## src/rtl/color_mode_seq_if.sv

```systemverilog
// ---------------------------------------------------------------------------
// color_mode_seq_if
//
// Purpose : mode-change request channel between the OSD/status side
//           (master, the requester) and color_mode_seq (slave).
//
// Signals :
//   req_valid  master -> slave  request valid; held by the master until it
//                               sees req_ready high
//   req_mode   master -> slave  requested mode: 0 colour, 1 green, 2 amber,
//                               3 blue, 4..7 grey
//   req_ready  slave  -> master high when a request can be accepted
// ---------------------------------------------------------------------------
interface color_mode_seq_if;
    logic       req_valid;
    logic [2:0] req_mode;
    logic       req_ready;

    modport master (
        output req_valid,
        output req_mode,
        input  req_ready
    );

    modport slave (
        input  req_valid,
        input  req_mode,
        output req_ready
    );
endinterface

```

## src/rtl/color_mode_seq.sv

```systemverilog
// ---------------------------------------------------------------------------
// color_mode_seq
//
// Purpose : frame-synchronous sequencer for the colour/mono mixer's mode
//           select. A mode-change request is accepted over a valid/ready
//           handshake, the actual switch is deferred to the next VBlank
//           rising edge, and the picture is forced black for HOLD_FRAMES
//           further VBlank rising edges so the switch never tears mid-frame.
//
// Parameters:
//   HOLD_FRAMES  number of VBlank rising edges force_blank stays high after
//                a switch (1..15)
//
// Ports:
//   clk_vid      in   video clock, all logic on its rising edge
//   reset_n      in   asynchronous active-low reset
//   ce_pix       in   pixel clock enable; VBlank_in is sampled only when high
//   VBlank_in    in   vertical blank from the video timing chain
//   req          slave modport of color_mode_seq_if (valid/mode/ready)
//   mono_out     out  mode select to the colour mixer (registered)
//   force_blank  out  output must be black (registered)
//   busy         out  sequencer not idle (registered)
//   done         out  one-cycle pulse when a request completes (registered)
// ---------------------------------------------------------------------------
module color_mode_seq #(
    parameter int HOLD_FRAMES = 2
) (
    input  logic              clk_vid,
    input  logic              reset_n,
    input  logic              ce_pix,
    input  logic              VBlank_in,
    color_mode_seq_if.slave   req,
    output logic [2:0]        mono_out,
    output logic              force_blank,
    output logic              busy,
    output logic              done
);

    typedef enum logic [1:0] {
        S_IDLE    = 2'd0,
        S_WAIT_VB = 2'd1,
        S_HOLD    = 2'd2,
        S_DONE    = 2'd3
    } state_t;

    // The first VBlank edge performs the switch; the counter then covers the
    // remaining HOLD_FRAMES edges, expiring on the edge where it reads zero.
    localparam logic [3:0] HOLD_INIT = 4'(HOLD_FRAMES - 1);

    state_t     state_q, state_d;
    logic [2:0] mono_q, mono_d;
    logic [2:0] pend_q, pend_d;
    logic [3:0] cnt_q, cnt_d;
    logic       blank_q, blank_d;
    logic       done_q, done_d;
    logic       busy_q, busy_d;
    logic       vb_q;

    logic       vb_rise;
    logic       accept;

    // ------------------------------------------------------------------
    // VBlank edge detection. The previous-level register only advances on
    // pixel-enable cycles, so a level change seen while ce_pix is low is
    // reported on the first following enabled cycle, and a pulse that never
    // overlaps ce_pix is invisible. Resetting it to 1 keeps a VBlank that is
    // already high at reset release from looking like an edge.
    // ------------------------------------------------------------------
    always_ff @(posedge clk_vid or negedge reset_n) begin
        if (!reset_n) begin
            vb_q <= 1'b1;
        end else if (ce_pix) begin
            vb_q <= VBlank_in;
        end
    end

    assign vb_rise = ce_pix & VBlank_in & ~vb_q;

    // Ready is decoded straight from the state register.
    assign req.req_ready = (state_q == S_IDLE);
    assign accept        = req.req_valid & (state_q == S_IDLE);

    // ------------------------------------------------------------------
    // State and output registers
    // ------------------------------------------------------------------
    always_ff @(posedge clk_vid or negedge reset_n) begin
        if (!reset_n) begin
            state_q <= S_IDLE;
            mono_q  <= 3'd0;
            pend_q  <= 3'd0;
            cnt_q   <= 4'd0;
            blank_q <= 1'b0;
            done_q  <= 1'b0;
            busy_q  <= 1'b0;
        end else begin
            state_q <= state_d;
            mono_q  <= mono_d;
            pend_q  <= pend_d;
            cnt_q   <= cnt_d;
            blank_q <= blank_d;
            done_q  <= done_d;
            busy_q  <= busy_d;
        end
    end

    // ------------------------------------------------------------------
    // Next-state and next-output logic
    // ------------------------------------------------------------------
    always_comb begin
        state_d = state_q;
        mono_d  = mono_q;
        pend_d  = pend_q;
        cnt_d   = cnt_q;
        blank_d = blank_q;

        unique case (state_q)
            S_IDLE: begin
                // A VBlank edge in this same cycle is deliberately ignored:
                // the switch waits for a strictly later edge.
                if (accept) begin
                    pend_d = req.req_mode;
                    // Requesting the mode already shown needs no blanking.
                    if (req.req_mode == mono_q) begin
                        state_d = S_DONE;
                    end else begin
                        state_d = S_WAIT_VB;
                    end
                end
            end

            S_WAIT_VB: begin
                if (vb_rise) begin
                    mono_d  = pend_q;
                    blank_d = 1'b1;
                    cnt_d   = HOLD_INIT;
                    state_d = S_HOLD;
                end
            end

            S_HOLD: begin
                if (vb_rise) begin
                    if (cnt_q == 4'd0) begin
                        blank_d = 1'b0;
                        state_d = S_DONE;
                    end else begin
                        cnt_d = cnt_q - 4'd1;
                    end
                end
            end

            S_DONE: begin
                state_d = S_IDLE;
            end

            default: begin
                state_d = S_IDLE;
            end
        endcase
    end

    // done and busy are registered images of the next state, so they line
    // up exactly with the state register rather than lagging it.
    assign done_d = (state_d == S_DONE);
    assign busy_d = (state_d != S_IDLE);

    assign mono_out    = mono_q;
    assign force_blank = blank_q;
    assign busy        = busy_q;
    assign done        = done_q;

endmodule
```

## src/flat_wrapper.sv

```systemverilog
// flat-port wrapper written by rule: the top's interface ports become plain ports
module color_mode_seq_flat 
#(
    parameter int HOLD_FRAMES = 2
)
  (clk_vid, reset_n, ce_pix, VBlank_in, mono_out, force_blank, busy, done, req_req_valid, req_req_mode, req_req_ready);
  color_mode_seq_if req_i ();
  input  logic clk_vid;
  input  logic reset_n;
  input  logic ce_pix;
  input  logic VBlank_in;
  output logic [2:0] mono_out;
  output logic force_blank;
  output logic busy;
  output logic done;
  input wire logic [$bits(req_i.req_valid)-1:0] req_req_valid;
  input wire logic [$bits(req_i.req_mode)-1:0] req_req_mode;
  output wire logic [$bits(req_i.req_ready)-1:0] req_req_ready;
  assign req_i.req_valid = req_req_valid;
  assign req_i.req_mode = req_req_mode;
  assign req_req_ready = req_i.req_ready;
  color_mode_seq #(.HOLD_FRAMES(HOLD_FRAMES)) u_core (.clk_vid(clk_vid), .reset_n(reset_n), .ce_pix(ce_pix), .VBlank_in(VBlank_in), .req(req_i), .mono_out(mono_out), .force_blank(force_blank), .busy(busy), .done(done));
endmodule
```

## config.mk

```make
export PLATFORM = sky130hd
export DESIGN_NAME = color_mode_seq_flat
export DESIGN_NICKNAME = d
export VERILOG_FILES = /design/src/rtl/color_mode_seq_if.sv /design/src/rtl/color_mode_seq.sv /design/src/flat_wrapper.sv
export SDC_FILE = /design/constraint.sdc
export NUM_CORES = 1
export LEC_CHECK = 0
export CORE_UTILIZATION = 50
export CTS_CLUSTER_DIAMETER = 80
export DETAILED_ROUTE_END_ITERATION = 10
export GPL_TIMING_DRIVEN = 0
export PLACE_DENSITY_LB_ADDON = 0.2
export SLEW_MARGIN = 20
export SYNTH_ARGS = -nofsm -noshare
export SYNTH_HDL_FRONTEND = slang
export SYNTH_SLANG_ARGS = --single-unit
```

## constraint.sdc

```tcl
create_clock -name clk_vid -period 1.85 [get_ports clk_vid]
set_clock_uncertainty 0.05 [all_clocks]
set_input_delay 0.185 -clock clk_vid [delete_from_list [all_inputs] [get_ports clk_vid]]
set_output_delay 0.185 -clock clk_vid [all_outputs]
set_load 0.01 [all_outputs]
```

==> results.toml, run 1 <==
[yosys]
synth.lib_cells_used.distinct = 37
synth_area_per_cell_um2 = 11.3
seq_area_frac_synth_pct = 47.3
ys_seq_elements = 16
post_synth_instance_area_um2 = 850
post_synth_inst_count = 75
total_number_of_yosys_warnings = 0
postSynthNetCount = 85

[detailed_routing]
drt-wirelength-per-cell_um = 15.9
dr_total_vias = 669
route.antenna.remaining_nets = 0
drt_wl_total_mm = 1.79
detail_route.vias_per_cell = 5.92
drt_pre_antenna_iters = 4
drt_iter0_markers = 13
drcViolationCount = 0

[global_route]
grt_use_met2_pct = 35.8
initial_antenna_violation_count = 0
global_route_layer_with_the_greatest_usage = "met2"
first_global_vias = 688
gr-usage-met3_pct = 4.26
grt_start_max_net_pins = 17
grt.met1_usage_pct = 29.0
grt_overflow = 0
first_pass_grt_wire_length_mm = 3.08
grtUsageTotal_pct = 22.5

[outcome]
status = "finished clean"

[final_layout]
multi_input_area_um2 = 428
area_overhead_vs_synth_pct = 25.8
num-fill-cells = 120
final_net_count = 108
most_frequent_cells_in_the_layout = "sky130_fd_sc_hd__dfrtp_1 (15), sky130_fd_sc_hd__clkdlybuf4s50_1 (14), sky130_fd_sc_hd__mux2_2 (7), sky130_fd_sc_hd__buf_4 (5), sky130_fd_sc_hd__a21oi_1 (4)"
mostFrequentLayoutCell = "sky130_fd_sc_hd__dfrtp_1"
post_route_cells_drive_above_1_share_pct = 25.8
final_core_util_pct = 69.3
final-seq-area_um2 = 402
antenna_cells = 0

[place]
routabilityCongestion = 0.785
place.port_buffers = 14
dpl.hpwl_mm = 1.28

[clock_network]
h_tree_depth = 1
clock-sinks = 16
tritoncts = "built"
worst_skew_pair.late_latency_ns = 0.28
cts_root_buffer = "sky130_fd_sc_hd__clkbuf_4"
cts-buffers-inserted = 3
clk_pin_slew_worst_paths_ns = 0.09
ctsLongestPathBuffers = 2

[floorplan]
placementRows = 14
die_w_um = 43.2
io_pins = 15
floorplan.die.height_um = 43.2
core_area_um2 = 1540
die_area_um2 = 1870
initial_standard_cell_utilization_of_the_core_pct = 55.1

[timing]
number_of_slew_limit_violations_in_the_final_report = 0
timing.final.crit_share_pct = 97.1
final_period_minus_worst_setup_slack_ns = 1.80
timing.slew.headroom_pct = 55.3
finalHoldViolations = 0
finalSetupViolCount = 0
tightest_slew_ns = 0.668
clock.fmax_mhz = 557

[setup_path]
worst_setup_path_start_kind = "flop"
criticalPathCategory = "reg -> reg"
setup.worst_path.end_class = "flop"
reg_to_reg_startpoint = "u_core.cnt_q[0]"
critical_path.max_fanout = 3
worst_path_required_ns = 2.00
setup.worst_path.start = "u_core.cnt_q[0]"
arrival_ns = 1.94

[power_and_ir_drop]
static_power_due_to_leakage_nw = 0.442
power_dens_cells_nw_per_um2 = 1430
finalPower_mw = 1.53
ir_worst_vdd_mv = 0.912

[hold_path]
timing.hold.worst.class = "in -> async"

[run]
timing.max_cap.violations = 0
[through the flow]
step	hold WS (ns)	setup slack [ns]	instance area [um^2]	cells	setup TNS, ns
floorplan	-0.161	0.169	850	75	0
global placement	0.430	-0.0223	1010	105	-0.0639
detailed placement	0.445	-0.101	1010	105	-0.289
CTS	0.292	0.00546	1040	109	0
global route	0.334	-0.00619	1070	113	-0.00619
finish	0.249	0.0531	1070	113	0
[layout make-up]
class	count	area share, %
clock buffers	4	2.46
plain buffers	2	1.05
repair buffers	18	15.9
multi-input cells	54	40.0
inverters	3	1.05
flip-flops and latches	16	37.6
well taps	16	1.87
[state kept, by name, indices dropped and copies added (netlist names)]
signal	flops
u_core.force_blank	1
u_core.pend_q	3
u_core.vb_q	1
u_core.done	1
u_core.mono_out	3
u_core.cnt_q	4
u_core.busy	1
u_core.state_q	2
[where the power goes]
group,internal [mW],switching [mW],total [mW]
clock network,0.0838,0.109,0.193
registers,0.490,0.100,0.591
logic,0.409,0.335,0.744
[worst max-delay path, stage by stage (launching register included)]
cell,delay [ns]
sky130_fd_sc_hd__dfrtp_1,0.42
sky130_fd_sc_hd__inv_2,0.07
sky130_fd_sc_hd__ha_1,0.15
sky130_fd_sc_hd__or3b_4,0.39
sky130_fd_sc_hd__or3_4,0.36
sky130_fd_sc_hd__a221oi_2,0.28
[timing repair]
action / in CTS / in global routing
buffers inserted: 0 / 4
pin swaps: 0 / 1
gates resized for setup: 1 / 1
hold buffers: 0 / 0
setup endpoints to repair: 1 / 1
[worst paths after layout]
check                      cells after the start  slack [ns]                 to
min reg2reg                                    1        0.47   u_core.pend_q[1]
min in group clk_vid                           1        0.47   u_core.pend_q[1]
max reg2reg                                    5        0.05        u_core.done
min                                            1        0.25    u_core.cnt_q[0]
max                                            5        0.05        u_core.done
max in group asynchronous                      1        1.08  u_core.state_q[0]
[layer usage]
metal  up-vias  routed length, um  share of wire (%)
met5         -                  0                  0
met4         0                  9               0.50
met3         2                 60                3.3
met2        13                881                 49
met1       330                840                 47
li1        324                  -                  -
[cell usage after synthesis]
library cell	n	share of area (%)
sky130_fd_sc_hd__a21boi_0	1	0.88
sky130_fd_sc_hd__a21oi_1	4	2.4
sky130_fd_sc_hd__a221oi_2	1	1.8
sky130_fd_sc_hd__a2bb2oi_1	1	1.0
sky130_fd_sc_hd__and2_2	1	0.88
sky130_fd_sc_hd__and2b_2	1	1.0
sky130_fd_sc_hd__and3b_2	1	1.2
sky130_fd_sc_hd__and4_1	1	1.0
sky130_fd_sc_hd__and4_2	1	1.2
sky130_fd_sc_hd__and4b_1	1	1.2
sky130_fd_sc_hd__buf_4	1	0.88
sky130_fd_sc_hd__clkbuf_1	1	0.44
sky130_fd_sc_hd__dfrtp_1	15	44
sky130_fd_sc_hd__dfstp_2	1	3.1
sky130_fd_sc_hd__ha_1	2	2.9
sky130_fd_sc_hd__inv_1	3	1.3
sky130_fd_sc_hd__mux2_2	7	9.3
sky130_fd_sc_hd__nand2_1	2	0.88
sky130_fd_sc_hd__nand2b_1	2	1.5
sky130_fd_sc_hd__nand3_1	2	1.2
sky130_fd_sc_hd__nand3b_1	1	0.88
sky130_fd_sc_hd__nand4_1	1	0.74
sky130_fd_sc_hd__nand4b_1	2	2.1
sky130_fd_sc_hd__nor2_1	2	0.88
sky130_fd_sc_hd__nor2b_1	1	0.74
sky130_fd_sc_hd__nor3_1	3	1.8
sky130_fd_sc_hd__nor3b_1	1	0.88
sky130_fd_sc_hd__nor4_1	1	0.74
sky130_fd_sc_hd__o211ai_1	2	1.8
sky130_fd_sc_hd__o21ai_0	2	1.2
sky130_fd_sc_hd__o21bai_1	1	0.88
sky130_fd_sc_hd__o221ai_1	1	1.0
sky130_fd_sc_hd__o22ai_1	1	0.74
sky130_fd_sc_hd__or3_4	1	1.3
sky130_fd_sc_hd__or3b_4	1	1.3
sky130_fd_sc_hd__or4_1	2	1.8
sky130_fd_sc_hd__xnor2_1	3	3.1
[kinds of logic (layout without fill, tap and decap cells)]
group	count (synthesis)	after routing	synth area share (%)
simple gates	28	28	23.1
fa+ha+maj	2	2	2.95
mux	7	7	9.28
xor+xnor	3	3	3.09
compound gates	14	14	11.6
flops	16	16	47.3
buf+inv	5	27	2.65
Power figures use the tool's default switching activity.
==> run 2, diff against run 1 <==
--- a/config.mk
+++ b/config.mk
@@ -5,9 +5,11 @@
 export SDC_FILE = /design/constraint.sdc
 export NUM_CORES = 1
 export LEC_CHECK = 0
-export CORE_UTILIZATION = 50
+export CORE_UTILIZATION = 55
 export CTS_CLUSTER_DIAMETER = 80
 export DETAILED_ROUTE_END_ITERATION = 10
+export DONT_BUFFER_PORTS = 1
+export GPL_ROUTABILITY_DRIVEN = 0
 export GPL_TIMING_DRIVEN = 0
 export PLACE_DENSITY_LB_ADDON = 0.2
 export SLEW_MARGIN = 20
==> run 2 against run 1 <==
Compared with the run above: non-clock buffer count shrank 9; utilization grew 3.5 points; global-route usage grew 2.0 points.
==> results.toml, run 2 (synthesized netlist as in run 1, its figures left out) <==
[floorplan]
floorplan.die.height_um = 41.3
core_area_um2 = 1370
die_w_um = 41.3
die_area_um2 = 1710
initial_standard_cell_utilization_of_the_core_pct = 62.2
io_pins = 15
placementRows = 13

[power_and_ir_drop]
p_int_mw = 0.900
static_power_due_to_leakage_nw = 0.414
finalPower_mw = 1.43
ir_worst_vdd_mv = 1.10
power_frac_seq_pct = 43.6
p_clk_share_pct = 15.9
power_dens_cells_nw_per_um2 = 1440
total_switching_power_mw = 0.531
p_sw_share_pct = 37.1
combPwrFrac_pct = 40.5

[setup_path]
criticalPathCategory = "reg -> reg"
worst_setup_path_start_kind = "flop"
worst_path_required_ns = 1.99
arrival_ns = 1.97
critical_path.max_fanout = 3
cp_delay_by_family_top = "simple AND/OR/NAND/NOR gates"
cell_chain_of_the_critical_path = "inv_2 > ha_4 > or3b_4 > or3_4 > a221oi_2"
critical_path.slowest_cell = "sky130_fd_sc_hd__dfrtp_1"
setup.worst_path.end_class = "flop"
critPathMaxStageDelay_ns = 0.40
timing.critical_path.buf_inv = 1

[timing]
number_of_slew_limit_violations_in_the_final_report = 0
rsz0062_at_grt = "true"
finalHoldViolations = 0
total_negative_slack_for_setup_checks_ns = 0
timing.hold.ws_ns = 0.00502
tightest_slew_ns = 0.711
final_period_minus_worst_setup_slack_ns = 1.83
timing.slew.headroom_pct = 52.5
clock.fmax_mhz = 545
timing.final.crit_share_pct = 99.1
finalSetupViolCount = 0

[detailed_routing]
met1_wire_length_um = 801
drcViolationCount = 0
wl_met2_um = 911
drt_iter0_markers = 18
drt_wl_total_mm = 1.80
drt_pre_antenna_iters = 4
route.top_layer_used = "met4"
route.antenna.remaining_nets = 0
drt-wirelength-per-cell_um = 17.5
detail_route.vias_per_cell = 6.27
met3_length_um = 70
dr_total_vias = 646

[global_route]
initial_antenna_violation_count = 0
grt_overflow = 0
grt_start_max_net_pins = 17
grtUsageTotal_pct = 24.5
first_global_vias = 604
first_pass_grt_wire_length_mm = 2.66

[clock_network]
h_tree_depth = 1
cts-buffers-inserted = 3
cts_root_buffer = "sky130_fd_sc_hd__clkbuf_4"
tritoncts = "built"
ctsLongestPathBuffers = 2
clock-sinks = 16
worst_skew_pair.late_latency_ns = 0.28
clk_pin_slew_worst_paths_ns = 0.09

[run]
timing.max_cap.violations = 0

[outcome]
status = "finished clean"

[final_layout]
largest_register = "u_core.cnt_q"
post_route_cells_drive_above_1_share_pct = 31.8
final_net_count = 99
antenna_cells = 0
mostFrequentLayoutCell = "sky130_fd_sc_hd__dfrtp_1"
area_overhead_vs_synth_pct = 17.1
finalNonFillerCells = 103
largest_register_ffs = 4
most_frequent_cells_in_the_layout = "sky130_fd_sc_hd__dfrtp_1 (15), sky130_fd_sc_hd__mux2_2 (7), sky130_fd_sc_hd__buf_4 (6), sky130_fd_sc_hd__a21oi_1 (4), sky130_fd_sc_hd__dlygate4sd3_1 (4)"
final_core_util_pct = 72.8

[hold_path]
timing.hold.worst.class = "in -> reg"

[place]
dpl.cell_count = 90
place.port_buffers = 0
dpl.hpwl_mm = 1.24
## run 2: power by group through the flow
| stage | Sequential, mW | Combinational, mW | Clock [mW] |
|---|---|---|---|
| 3_3_place_gp | 0.633 | 0.457 | 0 |
| 6_report | 0.625 | 0.579 | 0.227 |
| 2_1_floorplan | 0.609 | 0.396 | 0 |
| 3_5_place_dp | 0.639 | 0.482 | 0 |
| 4_1_cts | 0.619 | 0.540 | 0.230 |
| 5_1_grt | 0.647 | 0.639 | 0.248 |
## run 2: worst register-to-register path: cells and delay by family (launching register included)
kind                     cells  cell delay [ns]
buffers and inverters        1             0.09
adder cells (fa/ha/maj)      1             0.13
AND/OR/NAND/NOR              2             0.79
flip-flops                   1             0.40
AO/OA/AOI/OAI                1             0.29
## run 2: timing repair
| action | 4_1_cts | 5_1_grt |
|---|---|---|
| resized for setup | 0 | 4 |
| pin swaps | 0 | 3 |
| endpoints found under the hold margin | 18 | 1 |
| endpoints found under the setup margin | 1 | 1 |
| setup buffers | 2 | 3 |
| hold buffers | 3 | 1 |
## run 2: final cells by class
| type | instances | area (um^2) |
|---|---|---|
| Buffer | 2 | 11.3 |
| Clock buffer | 4 | 36.3 |
| Fill cell | 100 | 372 |
| Inverter | 3 | 11.3 |
| Multi-Input combinational cell | 54 | 438 |
| Sequential cell | 16 | 402 |
| Tap cell | 15 | 18.8 |
| Timing Repair Buffer | 9 | 77.6 |
## run 2: through the flow
step           worst slack (ns)  instance area, um^2
6_report                 0.0161                  995
3_3_place_gp             0.0626                  868
2_1_floorplan             0.169                  850
5_1_grt                 -0.0436                  995
3_5_place_dp          -0.000108                  868
4_1_cts                  0.0178                  950
## run 2: worst paths after layout
| check | cells after the start | endpoint | slack (ns) | start |
|---|---|---|---|---|
| setup / recovery | 5 | u_core.done | 0.02 | u_core.cnt_q[1] |
| hold / removal | 1 | u_core.vb_q | 0.005 | ce_pix |
| setup reg to reg | 5 | u_core.done | 0.02 | u_core.cnt_q[1] |
| hold reg to reg | 1 | u_core.mono_out[2] | 0.46 | u_core.pend_q[2] |
| max in group asynchronous | 1 | u_core.state_q[0] | 0.96 | reset_n |
| min in group asynchronous | 1 | u_core.cnt_q[3] | 0.33 | reset_n |
## run 2: per-layer routing
layer | vias to the layer above | global-route usage [%]
met4 | 0 | 7.26
met2 | 19 | 41.8
met3 | 6 | 5.32
li1 | 309 | -
met1 | 312 | 30.8
met5 | - | 0
==> run 3, diff against run 2 <==
--- a/config.mk
+++ b/config.mk
@@ -10,8 +10,9 @@
 export DETAILED_ROUTE_END_ITERATION = 10
 export DONT_BUFFER_PORTS = 1
 export GPL_ROUTABILITY_DRIVEN = 0
-export GPL_TIMING_DRIVEN = 0
+export GPL_TIMING_DRIVEN = 1
 export PLACE_DENSITY_LB_ADDON = 0.2
+export SKIP_CTS_REPAIR_TIMING = 1
 export SLEW_MARGIN = 20
 export SYNTH_ARGS = -nofsm -noshare
 export SYNTH_HDL_FRONTEND = slang
==> run 3 against run 2 <==
Compared with the run above: first-iteration DRC count shrank 39%; combinational power is 5.7% lower; power is 1.7% lower; global-route usage is 1.1 points lower; sequential cell count stayed put; critical path depth unchanged; critical path type unchanged; critical endpoint unchanged; highest routed layer unchanged.
==> results.toml, run 3 (synthesized netlist as in run 1, its figures left out) <==
[clock_network]
ctsLongestPathBuffers = 2
tritoncts = "built"
worst_skew_pair.late_latency_ns = 0.29
clock-sinks = 16
clk_pin_slew_worst_paths_ns = 0.10
h_tree_depth = 1
cts-buffers-inserted = 3
cts_root_buffer = "sky130_fd_sc_hd__clkbuf_4"

[floorplan]
floorplan.die.height_um = 41.3
die_w_um = 41.3
initial_standard_cell_utilization_of_the_core_pct = 62.2
die_area_um2 = 1710
core_area_um2 = 1370
io_pins = 15
placementRows = 13

[detailed_routing]
detail_route.vias_per_cell = 6.02
dr_total_vias = 620
drt_wl_total_mm = 1.67
drt_pre_antenna_iters = 4
drt_iter0_markers = 11
drt-wirelength-per-cell_um = 16.2
drcViolationCount = 0
route.antenna.remaining_nets = 0

[final_layout]
post_route_cells_drive_above_1_share_pct = 28.4
largest_register_ffs = 4
largest_register = "u_core.cnt_q"
final_net_count = 99
most_frequent_cells_in_the_layout = "sky130_fd_sc_hd__dfrtp_1 (15), sky130_fd_sc_hd__mux2_2 (7), sky130_fd_sc_hd__dlygate4sd3_1 (6), sky130_fd_sc_hd__buf_4 (5), sky130_fd_sc_hd__a21oi_1 (4)"
layout.cell_area.non_filler_um2 = 991
mostFrequentLayoutCell = "sky130_fd_sc_hd__dfrtp_1"
antenna_cells = 0
area_overhead_vs_synth_pct = 16.6

[setup_path]
critical_path.slowest_cell = "sky130_fd_sc_hd__dfrtp_1"
critical_path.max_fanout = 4
worst_setup_path_start_kind = "flop"
criticalPathCategory = "reg -> reg"
worst_path_required_ns = 2.00
critPathMaxStageDelay_ns = 0.42
arrival_ns = 1.93
cell_chain_of_the_critical_path = "inv_1 > ha_1 > or3b_4 > or3_4 > a221oi_2"
setup.worst_path.end_class = "flop"

[timing]
rsz0062_at_grt = "false"
clock.fmax_mhz = 563
timing.final.crit_share_pct = 96.1
finalHoldViolations = 0
timing.slew.headroom_pct = 51.5
tightest_slew_ns = 0.726
final_period_minus_worst_setup_slack_ns = 1.78
total_negative_slack_for_setup_checks_ns = 0
finalSetupViolCount = 0
final_critical_path_setup_slack_ns = 0.0727
number_of_slew_limit_violations_in_the_final_report = 0

[power_and_ir_drop]
power_dens_cells_nw_per_um2 = 1420
static_power_due_to_leakage_nw = 0.419
ir_worst_vdd_mv = 0.989
finalPower_mw = 1.41

[outcome]
status = "finished clean"

[global_route]
grtUsageTotal_pct = 23.3
grt_start_max_net_pins = 17
first_pass_grt_wire_length_mm = 2.46
grt_overflow = 0
first_global_vias = 556
initial_antenna_violation_count = 0

[place]
place.port_buffers = 0
postPlaceCellArea_um2 = 887
dp_slack_ns = 0.0864
dpl.hpwl_mm = 1.19

[hold_path]
timing.hold.worst.class = "in -> reg"

[run]
timing.max_cap.violations = 0
==> run 3: report_power, final <==
group          internal (mW)  switching, mW  leakage, nW
Sequential             0.490          0.139        0.192
Combinational          0.283          0.262        0.206
Clock                  0.120          0.112       0.0210
Total                  0.893          0.514        0.419
==> run 3: cell type report <==
cell class | count | area (um^2)
repair buffers | 11 | 97.6
fillers | 103 | 375
clock buffers | 4 | 36.3
multi-input cells | 54 | 425
flip-flops and latches | 16 | 402
well taps | 15 | 18.8
inverters | 3 | 11.3
==> run 3: per-stage QoR <==
step                instances  util, %  hold WS [ns]
floorplan                  75        -        -0.161
global placement           92     64.9        -0.160
detailed placement         92     64.9        -0.160
CTS                        96     67.6        -0.477
global route              103     72.5        0.0529
finish                    103     72.5        0.0291
==> run 3: critical path, delay by kind of cell (launching register included) <==
| kind | cells | cell delay [ns] |
|---|---|---|
| buf+inv | 1 | 0.09 |
| simple gates | 2 | 0.74 |
| compound gates | 1 | 0.25 |
| fa+ha+maj | 1 | 0.14 |
| flops | 1 | 0.42 |
==> run 3: path summary, 6_finish.rpt <==
kind | start | to | slack (ns) | cells after the start
worst min register to register | u_core.pend_q[0] | u_core.mono_out[0] | 0.46 | 1
max in group asynchronous | reset_n | u_core.mono_out[1] | 0.95 | 1
min in group asynchronous | reset_n | u_core.cnt_q[1] | 0.34 | 1
worst max register to register | u_core.cnt_q[1] | u_core.done | 0.07 | 5
worst max-delay path | u_core.cnt_q[1] | u_core.done | 0.07 | 5
worst min-delay path | req_req_valid | u_core.busy | 0.03 | 2
==> run 3: metal layers <==
metal | part of all wire (%) | track usage, % | up-vias
met3 | 5.0 | 5.85 | 4
met1 | 47 | 30.6 | 294
li1 | - | - | 311
met5 | 0 | 0 | -
met2 | 46 | 35.5 | 11
met4 | 2.0 | 12.1 | 0
